<file path="src/rtl/tcdm_arb_pkg.sv">
// Shared configuration and types for the TCDM round-robin arbiter slice.
package tcdm_arb_pkg;

  localparam int N_MASTERS = 4;
  localparam int ADDR_W    = 32;
  localparam int DATA_W    = 32;
  localparam int BE_W      = DATA_W / 8;
  localparam int MAX_OUT   = 2;
  localparam int IDX_W     = (N_MASTERS > 1) ? $clog2(N_MASTERS) : 1;

  typedef logic [IDX_W-1:0] idx_t;

  typedef struct packed {
    logic [ADDR_W-1:0] add;
    logic              wen;
    logic [DATA_W-1:0] wdata;
    logic [BE_W-1:0]   be;
  } tcdm_req_t;

  typedef struct packed {
    logic [DATA_W-1:0] rdata;
    logic              opc;
  } tcdm_rsp_t;

  // Round-robin successor, wrapping the last master back to master 0.
  function automatic idx_t next_idx(input idx_t i);
    if (i == idx_t'(N_MASTERS - 1)) begin
      return idx_t'(0);
    end else begin
      return i + idx_t'(1);
    end
  endfunction

endpackage

</file>
<file path="src/rtl/tcdm_rr_arbiter_if.sv">
// TCDM bus bundle; N_PORTS request lanes with a broadcast response data/opc.
interface tcdm_rr_arbiter_if #(
  parameter int N_PORTS = 1,
  parameter int ADDR_W  = tcdm_arb_pkg::ADDR_W,
  parameter int DATA_W  = tcdm_arb_pkg::DATA_W
) ();

  logic [N_PORTS-1:0]                   req;
  logic [N_PORTS-1:0][ADDR_W-1:0]       add;
  logic [N_PORTS-1:0]                   wen;
  logic [N_PORTS-1:0][DATA_W-1:0]       wdata;
  logic [N_PORTS-1:0][DATA_W/8-1:0]     be;
  logic [N_PORTS-1:0]                   gnt;
  logic [N_PORTS-1:0]                   r_valid;
  logic [DATA_W-1:0]                    r_rdata;
  logic                                 r_opc;

  modport master (
    output req, add, wen, wdata, be,
    input  gnt, r_valid, r_rdata, r_opc
  );

  modport slave (
    input  req, add, wen, wdata, be,
    output gnt, r_valid, r_rdata, r_opc
  );

endinterface

</file>
<file path="src/rtl/tcdm_arb_id_fifo.sv">
// In-order FIFO of granted master indices; head names the owner of the next response.
module tcdm_arb_id_fifo
  import tcdm_arb_pkg::*;
#(
  parameter int DEPTH = MAX_OUT
) (
  input  logic i_clk,
  input  logic i_rst_n,
  input  logic i_push,
  input  idx_t i_din,
  input  logic i_pop,
  output logic o_full,
  output logic o_empty,
  output idx_t o_head
);

  localparam int PTR_W = (DEPTH > 1) ? $clog2(DEPTH) : 1;
  localparam int CNT_W = $clog2(DEPTH + 1);

  idx_t             r_mem [DEPTH];
  logic [PTR_W-1:0] r_wr_ptr;
  logic [PTR_W-1:0] r_rd_ptr;
  logic [CNT_W-1:0] r_cnt;
  logic             w_push_ok;
  logic             w_pop_ok;

  assign o_full    = (r_cnt == CNT_W'(DEPTH));
  assign o_empty   = (r_cnt == CNT_W'(0));
  assign o_head    = r_mem[r_rd_ptr];
  assign w_push_ok = i_push & ~o_full;
  assign w_pop_ok  = i_pop & ~o_empty;

  // Storage, pointers and occupancy count.
  always_ff @(posedge i_clk or negedge i_rst_n) begin
    if (!i_rst_n) begin
      for (int i = 0; i < DEPTH; i++) begin
        r_mem[i] <= idx_t'(0);
      end
      r_wr_ptr <= PTR_W'(0);
      r_rd_ptr <= PTR_W'(0);
      r_cnt    <= CNT_W'(0);
    end else begin
      if (w_push_ok) begin
        r_mem[r_wr_ptr] <= i_din;
        r_wr_ptr <= (r_wr_ptr == PTR_W'(DEPTH - 1)) ? PTR_W'(0) : r_wr_ptr + PTR_W'(1);
      end
      if (w_pop_ok) begin
        r_rd_ptr <= (r_rd_ptr == PTR_W'(DEPTH - 1)) ? PTR_W'(0) : r_rd_ptr + PTR_W'(1);
      end
      case ({w_push_ok, w_pop_ok})
        2'b10:   r_cnt <= r_cnt + CNT_W'(1);
        2'b01:   r_cnt <= r_cnt - CNT_W'(1);
        default: r_cnt <= r_cnt;
      endcase
    end
  end

endmodule

</file>
<file path="src/rtl/tcdm_rr_arbiter.sv">
// Round-robin arbiter sharing one TCDM slave among N_MASTERS masters, with in-order response routing.
module tcdm_rr_arbiter
  import tcdm_arb_pkg::*;
(
  input  logic                  i_clk,
  input  logic                  i_rst_n,
  tcdm_rr_arbiter_if.slave      m_if,
  tcdm_rr_arbiter_if.master     s_if,
  input  logic                  i_clr_err,
  output logic                  o_err_unexp
);

  idx_t                 r_ptr;
  logic                 r_lock;
  idx_t                 r_lock_idx;
  logic                 r_err_unexp;

  idx_t                 w_winner;
  logic                 w_s_req;
  logic                 w_hs;
  logic                 w_pop;
  logic                 w_full;
  logic                 w_empty;
  idx_t                 w_head;
  tcdm_req_t            w_sel;
  tcdm_rsp_t            w_rsp;
  logic [N_MASTERS-1:0] w_gnt;
  logic [N_MASTERS-1:0] w_r_valid;

  // Winner selection: a held lock wins while its master still requests, else round-robin from r_ptr.
  always_comb begin : p_arb
    logic [IDX_W:0] v_sum;
    v_sum    = '0;
    w_winner = r_ptr;
    if (r_lock && m_if.req[r_lock_idx]) begin
      w_winner = r_lock_idx;
    end else begin
      // Scan from farthest to nearest so the closest requester at/after r_ptr is written last.
      for (int i = N_MASTERS - 1; i >= 0; i--) begin
        v_sum = {1'b0, r_ptr} + (IDX_W+1)'(i);
        v_sum = (v_sum >= (IDX_W+1)'(N_MASTERS)) ? v_sum - (IDX_W+1)'(N_MASTERS) : v_sum;
        if (m_if.req[v_sum[IDX_W-1:0]]) begin
          w_winner = v_sum[IDX_W-1:0];
        end else begin
          w_winner = w_winner;
        end
      end
    end
  end

  assign w_s_req = (|m_if.req) & ~w_full;
  assign w_hs    = w_s_req & s_if.gnt[0];
  assign w_pop   = s_if.r_valid[0] & ~w_empty;

  // Request mux and grant/response one-hot decode.
  always_comb begin
    w_sel     = '0;
    w_gnt     = '0;
    w_r_valid = '0;
    if (w_s_req) begin
      w_sel.add   = m_if.add[w_winner];
      w_sel.wen   = m_if.wen[w_winner];
      w_sel.wdata = m_if.wdata[w_winner];
      w_sel.be    = m_if.be[w_winner];
    end else begin
      w_sel = '0;
    end
    if (w_hs) begin
      w_gnt[w_winner] = 1'b1;
    end else begin
      w_gnt = '0;
    end
    if (w_pop) begin
      w_r_valid[w_head] = 1'b1;
    end else begin
      w_r_valid = '0;
    end
  end

  assign w_rsp.rdata = s_if.r_rdata;
  assign w_rsp.opc   = s_if.r_opc;

  assign s_if.req[0]   = w_s_req;
  assign s_if.add[0]   = w_sel.add;
  assign s_if.wen[0]   = w_sel.wen;
  assign s_if.wdata[0] = w_sel.wdata;
  assign s_if.be[0]    = w_sel.be;

  assign m_if.gnt      = w_gnt;
  assign m_if.r_valid  = w_r_valid;
  assign m_if.r_rdata  = w_rsp.rdata;
  assign m_if.r_opc    = w_rsp.opc;
  assign o_err_unexp   = r_err_unexp;

  tcdm_arb_id_fifo #(.DEPTH(MAX_OUT)) u_id_fifo (
    .i_clk   (i_clk),
    .i_rst_n (i_rst_n),
    .i_push  (w_hs),
    .i_din   (w_winner),
    .i_pop   (w_pop),
    .o_full  (w_full),
    .o_empty (w_empty),
    .o_head  (w_head)
  );

  // Round-robin pointer, stall lock and sticky unexpected-response flag.
  always_ff @(posedge i_clk or negedge i_rst_n) begin
    if (!i_rst_n) begin
      r_ptr       <= idx_t'(0);
      r_lock      <= 1'b0;
      r_lock_idx  <= idx_t'(0);
      r_err_unexp <= 1'b0;
    end else begin
      if (w_hs) begin
        r_ptr  <= next_idx(w_winner);
        r_lock <= 1'b0;
      end else if (w_s_req) begin
        r_lock     <= 1'b1;
        r_lock_idx <= w_winner;
      end else begin
        r_lock <= 1'b0;
      end
      // Setting takes priority over a same-cycle clear.
      if (s_if.r_valid[0] && w_empty) begin
        r_err_unexp <= 1'b1;
      end else if (i_clr_err) begin
        r_err_unexp <= 1'b0;
      end else begin
        r_err_unexp <= r_err_unexp;
      end
    end
  end

endmodule

</file>
<file path="src/flat_wrapper.sv">
// flat-port wrapper written by rule: the top's interface ports become plain ports
module tcdm_rr_arbiter_flat import tcdm_arb_pkg::*;
  (i_clk, i_rst_n, i_clr_err, o_err_unexp, m_if_req, m_if_add, m_if_wen, m_if_wdata, m_if_be, m_if_gnt, m_if_r_valid, m_if_r_rdata, m_if_r_opc, s_if_req, s_if_add, s_if_wen, s_if_wdata, s_if_be, s_if_gnt, s_if_r_valid, s_if_r_rdata, s_if_r_opc);
  tcdm_rr_arbiter_if #(.N_PORTS(N_MASTERS)) m_if_i ();
  tcdm_rr_arbiter_if #(.N_PORTS(1)) s_if_i ();
  input  logic i_clk;
  input  logic i_rst_n;
  input  logic i_clr_err;
  output logic o_err_unexp;
  input wire logic [$bits(m_if_i.req)-1:0] m_if_req;
  input wire logic [$bits(m_if_i.add)-1:0] m_if_add;
  input wire logic [$bits(m_if_i.wen)-1:0] m_if_wen;
  input wire logic [$bits(m_if_i.wdata)-1:0] m_if_wdata;
  input wire logic [$bits(m_if_i.be)-1:0] m_if_be;
  output wire logic [$bits(m_if_i.gnt)-1:0] m_if_gnt;
  output wire logic [$bits(m_if_i.r_valid)-1:0] m_if_r_valid;
  output wire logic [$bits(m_if_i.r_rdata)-1:0] m_if_r_rdata;
  output wire logic [$bits(m_if_i.r_opc)-1:0] m_if_r_opc;
  output wire logic [$bits(s_if_i.req)-1:0] s_if_req;
  output wire logic [$bits(s_if_i.add)-1:0] s_if_add;
  output wire logic [$bits(s_if_i.wen)-1:0] s_if_wen;
  output wire logic [$bits(s_if_i.wdata)-1:0] s_if_wdata;
  output wire logic [$bits(s_if_i.be)-1:0] s_if_be;
  input wire logic [$bits(s_if_i.gnt)-1:0] s_if_gnt;
  input wire logic [$bits(s_if_i.r_valid)-1:0] s_if_r_valid;
  input wire logic [$bits(s_if_i.r_rdata)-1:0] s_if_r_rdata;
  input wire logic [$bits(s_if_i.r_opc)-1:0] s_if_r_opc;
  assign m_if_i.req = m_if_req;
  assign m_if_i.add = m_if_add;
  assign m_if_i.wen = m_if_wen;
  assign m_if_i.wdata = m_if_wdata;
  assign m_if_i.be = m_if_be;
  assign m_if_gnt = m_if_i.gnt;
  assign m_if_r_valid = m_if_i.r_valid;
  assign m_if_r_rdata = m_if_i.r_rdata;
  assign m_if_r_opc = m_if_i.r_opc;
  assign s_if_req = s_if_i.req;
  assign s_if_add = s_if_i.add;
  assign s_if_wen = s_if_i.wen;
  assign s_if_wdata = s_if_i.wdata;
  assign s_if_be = s_if_i.be;
  assign s_if_i.gnt = s_if_gnt;
  assign s_if_i.r_valid = s_if_r_valid;
  assign s_if_i.r_rdata = s_if_r_rdata;
  assign s_if_i.r_opc = s_if_r_opc;
  tcdm_rr_arbiter u_core (.i_clk(i_clk), .i_rst_n(i_rst_n), .m_if(m_if_i), .s_if(s_if_i), .i_clr_err(i_clr_err), .o_err_unexp(o_err_unexp));
endmodule
</file>
<file path="config.mk">
export PLATFORM = sky130hd
export DESIGN_NAME = tcdm_rr_arbiter_flat
export DESIGN_NICKNAME = d
export VERILOG_FILES = /design/src/rtl/tcdm_arb_pkg.sv /design/src/rtl/tcdm_rr_arbiter_if.sv /design/src/rtl/tcdm_arb_id_fifo.sv /design/src/rtl/tcdm_rr_arbiter.sv /design/src/flat_wrapper.sv
export SDC_FILE = /design/constraint.sdc
export NUM_CORES = 1
export LEC_CHECK = 0
export CAP_MARGIN = 40
export CORE_AREA = 2 2 165 167
export CTS_CLUSTER_SIZE = 25
export DETAILED_ROUTE_END_ITERATION = 6
export DIE_AREA = 0 0 167 169
export SLEW_MARGIN = 10
export SYNTH_ARGS = -nofsm -noshare
export SYNTH_HDL_FRONTEND = slang
export SYNTH_HIERARCHICAL = 1
export SYNTH_SLANG_ARGS = --single-unit
export TNS_END_PERCENT = 1
</file>
<file path="constraint.sdc">
create_clock -name i_clk -period 4.3 [get_ports i_clk]
set_input_delay 0.86 -clock i_clk [delete_from_list [all_inputs] [get_ports i_clk]]
set_output_delay 0.86 -clock i_clk [all_outputs]
set_load 0.02 [all_outputs]
</file>
==> impl_metrics.env, run 1 <==
export IMPL_fin_area_mm2=0.00737
export IMPL_clockBufferDepth=2
export IMPL_dieArea_mm2=0.0282
export IMPL_portBuffers=363
export IMPL_drive_above_1_share=0.107
export IMPL_synthArstFlopShare=1.00
export IMPL_synth_top_area_share=0.440
export IMPL_first_iter_violations=96
export IMPL_cp_num_buf_inv=6
export IMPL_timing_max_cap_violations=0
export IMPL_crit_path_start="m_if_req[0]"
export IMPL_antenna_found_initial=1
export IMPL_setup_ws_ns=0.111
export IMPL_p_sw_mw=2.45
export IMPL_p_sw_frac=0.496
export IMPL_crit_type="in -> out"
export IMPL_yosys_top_cells_area="mux2i_1 44%, o22ai_1 14%, dfrtp_1 11%"
export IMPL_cts_tree="done"
export IMPL_min_path_cells=1
export IMPL_nets=1043
export IMPL_path_clk_slew_ns=0.04
export IMPL_layout_cells_non_filler=1060
export IMPL_place_area_mm2=0.00731
export IMPL_pwr_share_comb=0.912
export IMPL_grt_use_total=0.103
export IMPL_hp_start="u_core/u_id_fifo/r_wr_ptr$_DFFE_PN0P_"
export IMPL_grt_first_pass_wirelength_mm=23.4
export IMPL_die_w_um=167
export IMPL_multi_input_area_mm2=0.00239
export IMPL_fin_crit_sh=0.974
export IMPL_fp_dieH_um=169
export IMPL_critPathSlowestCell="clkdlybuf4s50_1"
export IMPL_cp_data_arrival_time_ns=3.33
export IMPL_clockPowerShare=0.034
export IMPL_yosys_register_bits=14
export IMPL_avgRoutedWirePerCell_um=15.5
export IMPL_routed_wl_mm=16.4
export IMPL_clock_latency_ns=0.24
export IMPL_seq_area_frac_synth=0.110
export IMPL_end_kind="output pin"
export IMPL_synth_area_mm2=0.00319
export IMPL_cts_num_sinks=14
export IMPL_timing_fmax_mhz=239
export IMPL_cts_root_buffer="clkbuf_16"
export IMPL_area_growth_pct=131
export IMPL_yosysUniqueCellTypes=36
export IMPL_grt_overflow=0
export IMPL_r2r_start="u_core/r_ptr[1]$_DFFE_PN0P_"
export IMPL_ir_drop_v=0.000274
export IMPL_powerDensity_mw_per_mm2=670
export IMPL_post_synth_top_area_cell="mux2i_1"
export IMPL_synth_warnings=6
export IMPL_worst_path_most_repeated_cell="buf_4"
export IMPL_cts_htree_levels=1
export IMPL_clock_skew_final_ns=0.00384
export IMPL_vias_per_cell=3.97
export IMPL_synth_top_family_by_area="multiplexers"
export IMPL_grt_max_degree=39
export IMPL_ys_flop_type="dfrtp_1"
export IMPL_num_vias=4211
export IMPL_hold_viol_final=0
export IMPL_hp_class="reg -> reg"
export IMPL_dp_hpwl_mm=13.9
export IMPL_gp_congestion=0.730
export IMPL_dpl_cell_count=1054
export IMPL_critical_path_cell_chain="clkdlybuf4s50_1, buf_4, nand2b_1, a21o_1, a211oi_1, buf_4, nand3b_1, buf_4, clkbuf_16, o22ai_1, dlygate4sd2_1"
export IMPL_synth_most_common_cell="mux2i_1"
export IMPL_pwr_share_seq=0.054
export IMPL_synth_compound_area_frac=0.163
export IMPL_cpPeakStageDelay_ns=0.47
export IMPL_core_area_mm2=0.0265
export IMPL_slew_viol_final=0
export IMPL_cts_hold_buf=0
export IMPL_rows=60
export IMPL_synth_xor_area_frac=0.0137
export IMPL_p_int_mw=2.49
export IMPL_rsz0062_at_grt="false"
export IMPL_maxSlewHeadroom=0.594
export IMPL_period_minus_slack_ns=4.19
export IMPL_cp_max_fo=19
export IMPL_drtPass1Iterations=4
export IMPL_crit_cells=11
export IMPL_final_antenna_net_count=0
export IMPL_start_util=0.120
export IMPL_synthTopCellsByCount="140 x mux2i_1, 71 x o22ai_1, 33 x buf_4"
export IMPL_crit_required_ns=3.44
export IMPL_drc_errors=0
export IMPL_setup_viol=0
export IMPL_place_ws_ns=-0.143
export IMPL_cp_start_kind="input port"
export IMPL_nFillCells=2874
export IMPL_cts_buffers=3
export IMPL_yosys_area_share_adder=0.0196
export IMPL_synth_area_per_cell_um2=8.83
export IMPL_syn_nets=684
export IMPL_synthMuxAreaShare=0.474
export IMPL_ff_latch_area_um2=350
export IMPL_leakage_nw=3.40
export IMPL_synth_edf_count=0
export IMPL_critPathTopFamily="buffers and inverters"
export IMPL_yosys_area_share_simple=0.0738
export IMPL_syn_inst=361
export IMPL_reg2regPathDepth=8
export IMPL_grt_pass1_vias=4476
export IMPL_tightestPinTransition_ns=0.607
export IMPL_status="completed"
export IMPL_pin_count=430
## repair_timing
item | 4_1_cts | 5_1_grt
buffers inserted | 0 | 1
cloned | 0 | 1
setup endpoints to repair | 64 | 11
endpoints found under the hold margin | 0 | 0
resized for setup | 65 | 8
## layout by cell type (no fill, tap or decap), drive strengths merged
cell type      count
inv                6
nor3               2
nand2b             7
dfrtp             14
o22ai             71
nor2b              4
nand2              6
mux2i            140
ha                 5
or2                2
diode              1
and3b              1
buf               55
nand3b             2
and2               1
dlygate4sd2       64
a211oi             1
o21a               1
and3               6
mux2               9
xor2               2
clkdlybuf4s50    289
o41ai              1
dlymetal6s2s       7
clkbuf             4
nor3b              1
o21ai              2
xnor2              3
a21oi              3
nor2               8
a21o               1
## area by class of cell
cell class                 count  area share
timing repair buffer         416       0.555
sequential                    14      0.0476
tap                          341      0.0579
inverter                       6     0.00374
antenna                        1    0.000340
multi-input combinational    279       0.325
clock buffer                   3      0.0102
## metal layers
metal	share of wire	track usage	vias to the layer above
met1	0.39	0.119	1902
met4	0.015	0.0214	0
met5	0	0	-
li1	-	-	2059
met3	0.085	0.0283	18
met2	0.51	0.189	232
## cell families after synthesis
logic type,after synthesis
AO/OA/AOI/OAI,80
XOR/XNOR,5
multiplexers,149
AND/OR/NAND/NOR,40
buffers and inverters,68
adder cells (fa/ha/maj),5
flip-flops,14
## flip-flops by register name (all words and copies together), names as in the netlist
register / cells
u_core/o_err_unexp: 1
u_core/r_lock: 1
u_core/r_lock_idx: 2
u_core/r_ptr: 2
u_core/u_id_fifo/r_cnt: 2
u_core/u_id_fifo/r_mem: 4
u_core/u_id_fifo/r_rd_ptr: 1
u_core/u_id_fifo/r_wr_ptr: 1
## final timing paths
| path | slack (ns) | endpoint |
|---|---|---|
| min | 0.49 | u_core/u_id_fifo/r_wr_ptr$_DFFE_PN0P_ |
| max | 0.11 | s_if_add[2] |
| max reg2reg | 2.11 | u_core/r_ptr[1]$_DFFE_PN0P_ |
| max in group asynchronous | 2.90 | u_core/u_id_fifo/r_mem[1]$_DFFE_PN0P_ |
| min reg2reg | 0.49 | u_core/u_id_fifo/r_wr_ptr$_DFFE_PN0P_ |
| min in group asynchronous | 1.01 | u_core/u_id_fifo/r_cnt[0]$_DFFE_PN0P_ |
## power by group through the flow
stage | clock, mW | sequential, mW | combinational (mW)
6_report | 0.170 | 0.264 | 4.50
5_1_grt | 0.178 | 0.274 | 4.80
4_1_cts | 0.173 | 0.265 | 4.49
3_5_place_dp | 0 | 0.265 | 4.81
3_3_place_gp | 0 | 0.263 | 4.80
2_1_floorplan | 0 | 0.251 | 2.66
## stage by stage
step / total power, mW / setup TNS [ns] / hold slack, ns / util
finish: 4.93 / 0 / 0.489 / 0.278
global route: 5.25 / 0 / 0.518 / 0.278
CTS: 4.93 / 0 / 0.489 / 0.276
detailed placement: 5.08 / -3.36 / 0.481 / 0.276
global placement: 5.07 / -1.30 / 0.477 / 0.276
floorplan: 2.91 / 0 / 0.460 / -
No activity file was read; power rests on OpenSTA's default activity.
==> run 2, diff against run 1 <==
--- a/config.mk
+++ b/config.mk
@@ -6,13 +6,12 @@
 export NUM_CORES = 1
 export LEC_CHECK = 0
 export CAP_MARGIN = 40
-export CORE_AREA = 2 2 165 167
+export CORE_AREA = 2 2 167 169
 export CTS_CLUSTER_SIZE = 25
 export DETAILED_ROUTE_END_ITERATION = 6
-export DIE_AREA = 0 0 167 169
+export DIE_AREA = 0 0 169 171
 export SLEW_MARGIN = 10
 export SYNTH_ARGS = -nofsm -noshare
 export SYNTH_HDL_FRONTEND = slang
-export SYNTH_HIERARCHICAL = 1
 export SYNTH_SLANG_ARGS = --single-unit
 export TNS_END_PERCENT = 1
==> run 2 against run 1 <==
  * The run now ends with negative setup slack left
  * Worst setup slack worse by 0.12 ns
  * Total power up 61%
  * Clock-buffer cell count up 1
  * Global-route usage up 13 points
  * Highest routed layer is now met5
==> impl_metrics.env, run 2 <==
export IMPL_status="finished with violations"
export IMPL_p_sw_frac=0.527
export IMPL_clock_latency_ns=0.24
export IMPL_slew_viol_final=0
export IMPL_synth_edf_count=0
export IMPL_maxSlewHeadroom=0.581
export IMPL_cp_max_fo=26
export IMPL_seq_area_frac_synth=0.0463
export IMPL_violations="negative setup slack"
export IMPL_pwr_share_comb=0.938
export IMPL_ir_drop_v=0.000390
export IMPL_cts_hold_buf=0
export IMPL_wl_met2_mm=17.0
export IMPL_nets=1674
export IMPL_nFillCells=2747
export IMPL_core_area_mm2=0.0273
export IMPL_antenna_found_initial=2
export IMPL_critPathSlowestCell="clkdlybuf4s50_1"
export IMPL_setup_viol=1
export IMPL_hold_viol_final=0
export IMPL_p_sw_mw=4.20
export IMPL_crit_type="in -> out"
export IMPL_rsz0062_at_grt="true"
export IMPL_synth_area_mm2=0.00757
export IMPL_syn_nets=1394
export IMPL_maxUsedRoutingLayer="met5"
export IMPL_drtPass1Iterations=5
export IMPL_post_synth_top_area_cell="a311o_1"
export IMPL_worst_path_most_repeated_cell="clkdlybuf4s50_1"
export IMPL_fin_crit_sh=1.00
export IMPL_largest_reg_flops=4
export IMPL_leakage_nw=4.94
export IMPL_place_area_mm2=0.0122
export IMPL_yosysUniqueCellTypes=49
export IMPL_p_int_mw=3.76
export IMPL_timing_max_cap_violations=0
export IMPL_clockPowerShare=0.022
export IMPL_rows=61
export IMPL_dpl_cell_count=1688
export IMPL_cts_tree="done"
export IMPL_ff_latch_area_um2=354
export IMPL_start_util=0.277
export IMPL_drive_above_1_share=0.110
export IMPL_path_clk_slew_ns=0.04
export IMPL_route_met3_wl_mm=2.57
export IMPL_pwr_share_seq=0.040
export IMPL_top_register="u_core.u_id_fifo.r_mem"
export IMPL_yosys_top_cells_area="a311o_1 9.1%, o311a_1 9.1%, a41oi_1 8.0%"
export IMPL_cts_buffers=3
export IMPL_critical_path_cell_chain="clkdlybuf4s50_1, buf_4, nand2b_1, a21oi_4, buf_12, o41ai_4, inv_2, ha_1, and3_1, clkdlybuf4s50_1"
export IMPL_die_w_um=169
export IMPL_timing_fmax_mhz=232
export IMPL_synth_area_per_cell_um2=7.06
export IMPL_final_common_cell="clkdlybuf4s50_1"
export IMPL_fp_dieH_um=171
export IMPL_tightestPinTransition_ns=0.627
export IMPL_met1_length_mm=15.8
export IMPL_period_minus_slack_ns=4.30
export IMPL_final_cell_mix="289 x clkdlybuf4s50_1, 79 x nand2_1, 74 x nand2b_1"
export IMPL_cts_htree_levels=1
export IMPL_syn_inst=1071
export IMPL_dieArea_mm2=0.0289
export IMPL_ys_flop_type="dfrtp_1"
export IMPL_cp_data_arrival_time_ns=3.44
export IMPL_gp_congestion=0.826
export IMPL_grt_first_pass_wirelength_mm=54.6
export IMPL_num_vias=10584
export IMPL_synth_most_common_cell="clkbuf_1"
export IMPL_grt_pass1_vias=9805
export IMPL_cts_num_sinks=14
export IMPL_cts_root_buffer="clkbuf_16"
export IMPL_dp_hpwl_mm=25.6
export IMPL_grt_overflow=0
export IMPL_powerDensity_mw_per_mm2=647
export IMPL_cpPeakStageDelay_ns=0.54
export IMPL_layout_cells_non_filler=1696
export IMPL_avgRoutedWirePerCell_um=21.5
export IMPL_grt_max_degree=134
export IMPL_portBuffers=363
export IMPL_first_iter_violations=1091
export IMPL_fin_area_mm2=0.0123
export IMPL_setup_ws_ns=-0.00432
export IMPL_synth_warnings=0
export IMPL_vias_per_cell=6.24
export IMPL_place_ws_ns=-0.130
export IMPL_final_antenna_net_count=0
export IMPL_n_antenna_cell=0
export IMPL_pin_count=430
export IMPL_multi_input_area_mm2=0.00629
export IMPL_yosys_register_bits=14
export IMPL_crit_required_ns=3.44
export IMPL_clockBufferDepth=2
export IMPL_area_growth_pct=62.8
export IMPL_hp_class="reg -> reg"
export IMPL_synthArstFlopShare=1.00
export IMPL_routed_wl_mm=36.4
export IMPL_synth_top_area_share=0.0913
export IMPL_end_kind="output pin"
export IMPL_cp_start_kind="input port"
export IMPL_synthTopCellsByCount="130 x clkbuf_1, 79 x nand2_1, 74 x nand2b_1"
export IMPL_grt_use_total=0.229
export IMPL_drc_errors=0
export IMPL_clock_skew_final_ns=0.00583
run 2: cell types whose count changed in the layout (fill, tap and decap cells not counted), moves of 70 or more:
cell,change
mux2i_1,-137
nand2_1,+73
a21oi_1,+70
nand3_1,+70
o22ai_1,-70
run 2: power by group through the flow:
stage               Sequential, mW  Combinational (mW)  Clock, mW
floorplan                    0.256                4.51          0
global placement             0.314                7.61          0
detailed placement           0.318                7.68          0
CTS                          0.319                7.37      0.175
global route                 0.336                8.00      0.188
finish                       0.321                7.47      0.172
run 2: worst max-delay path, delay by kind of cell:
family | cells | cell delay (ns)
AOI/OAI and AO/OA | 2 | 0.55
adders and majority gates | 1 | 0.20
and+or+nand+nor | 2 | 0.35
buffers and inverters | 5 | 1.47
run 2: through the flow:
step           hold slack, ns  setup TNS (ns)   util  power, mW
3_5_place_dp            0.494           -5.40  0.446       8.00
6_report                0.502        -0.00432  0.451       7.96
4_1_cts                 0.500          -0.494  0.446       7.87
5_1_grt                 0.532          -0.111  0.451       8.52
2_1_floorplan           0.468               0      -       4.76
3_3_place_gp            0.490           -2.93  0.445       7.93
run 2: routing by layer:
metal | up-vias | track usage
met1 | 5044 | 0.307
met4 | 4 | 0.0665
met2 | 485 | 0.383
li1 | 4975 | -
met5 | - | 0
met3 | 76 | 0.0333
run 2: timing repair:
item / 4_1_cts / 5_1_grt
resized for setup: 62 / 17
gates cloned: 0 / 2
setup buffers: 0 / 2
pin swaps: 3 / 4
setup endpoints to repair: 72 / 13
run 2: kinds of logic after synthesis:
| family | count (synthesis) | synth area share |
|---|---|---|
| muxes | 7 | 0.0103 |
| buffers and inverters | 218 | 0.134 |
| and+or+nand+nor | 320 | 0.237 |
| AOI/OAI and AO/OA | 502 | 0.559 |
| xor gates and xnor gates | 5 | 0.00579 |
| adders and majority gates | 5 | 0.00827 |
| DFF | 14 | 0.0463 |
run 2: path summary, 6_finish.rpt:
| check | slack (ns) | cells past startpoint | to | from |
|---|---|---|---|---|
| worst max register to register | 2.20 | 7 | u_core.r_ptr[1]$_DFFE_PN0N_ | u_core.r_lock_idx[0]$_DFFE_PN0P_ |
| max in group asynchronous | 2.82 | 1 | u_core.r_lock_idx[0]$_DFFE_PN0P_ | i_rst_n |
| worst max-delay path | -0.004 | 10 | m_if_gnt[0] | m_if_req[1] |
| worst min register to register | 0.50 | 1 | u_core.u_id_fifo.r_wr_ptr$_DFFE_PN0P_ | u_core.u_id_fifo.r_wr_ptr$_DFFE_PN0P_ |
| worst min-delay path | 0.50 | 1 | u_core.u_id_fifo.r_wr_ptr$_DFFE_PN0P_ | u_core.u_id_fifo.r_wr_ptr$_DFFE_PN0P_ |
| min in group asynchronous | 1.02 | 1 | u_core.o_err_unexp$_DFFE_PN0P_ | i_rst_n |
run 2: final cells by class:
cell class                      instances  share of cell area
Sequential cell                        14              0.0288
Inverter                                9             0.00274
Timing Repair Buffer                  484               0.417
Tap cell                              346              0.0352
Clock buffer                            4             0.00640
Multi-Input combinational cell        839               0.510
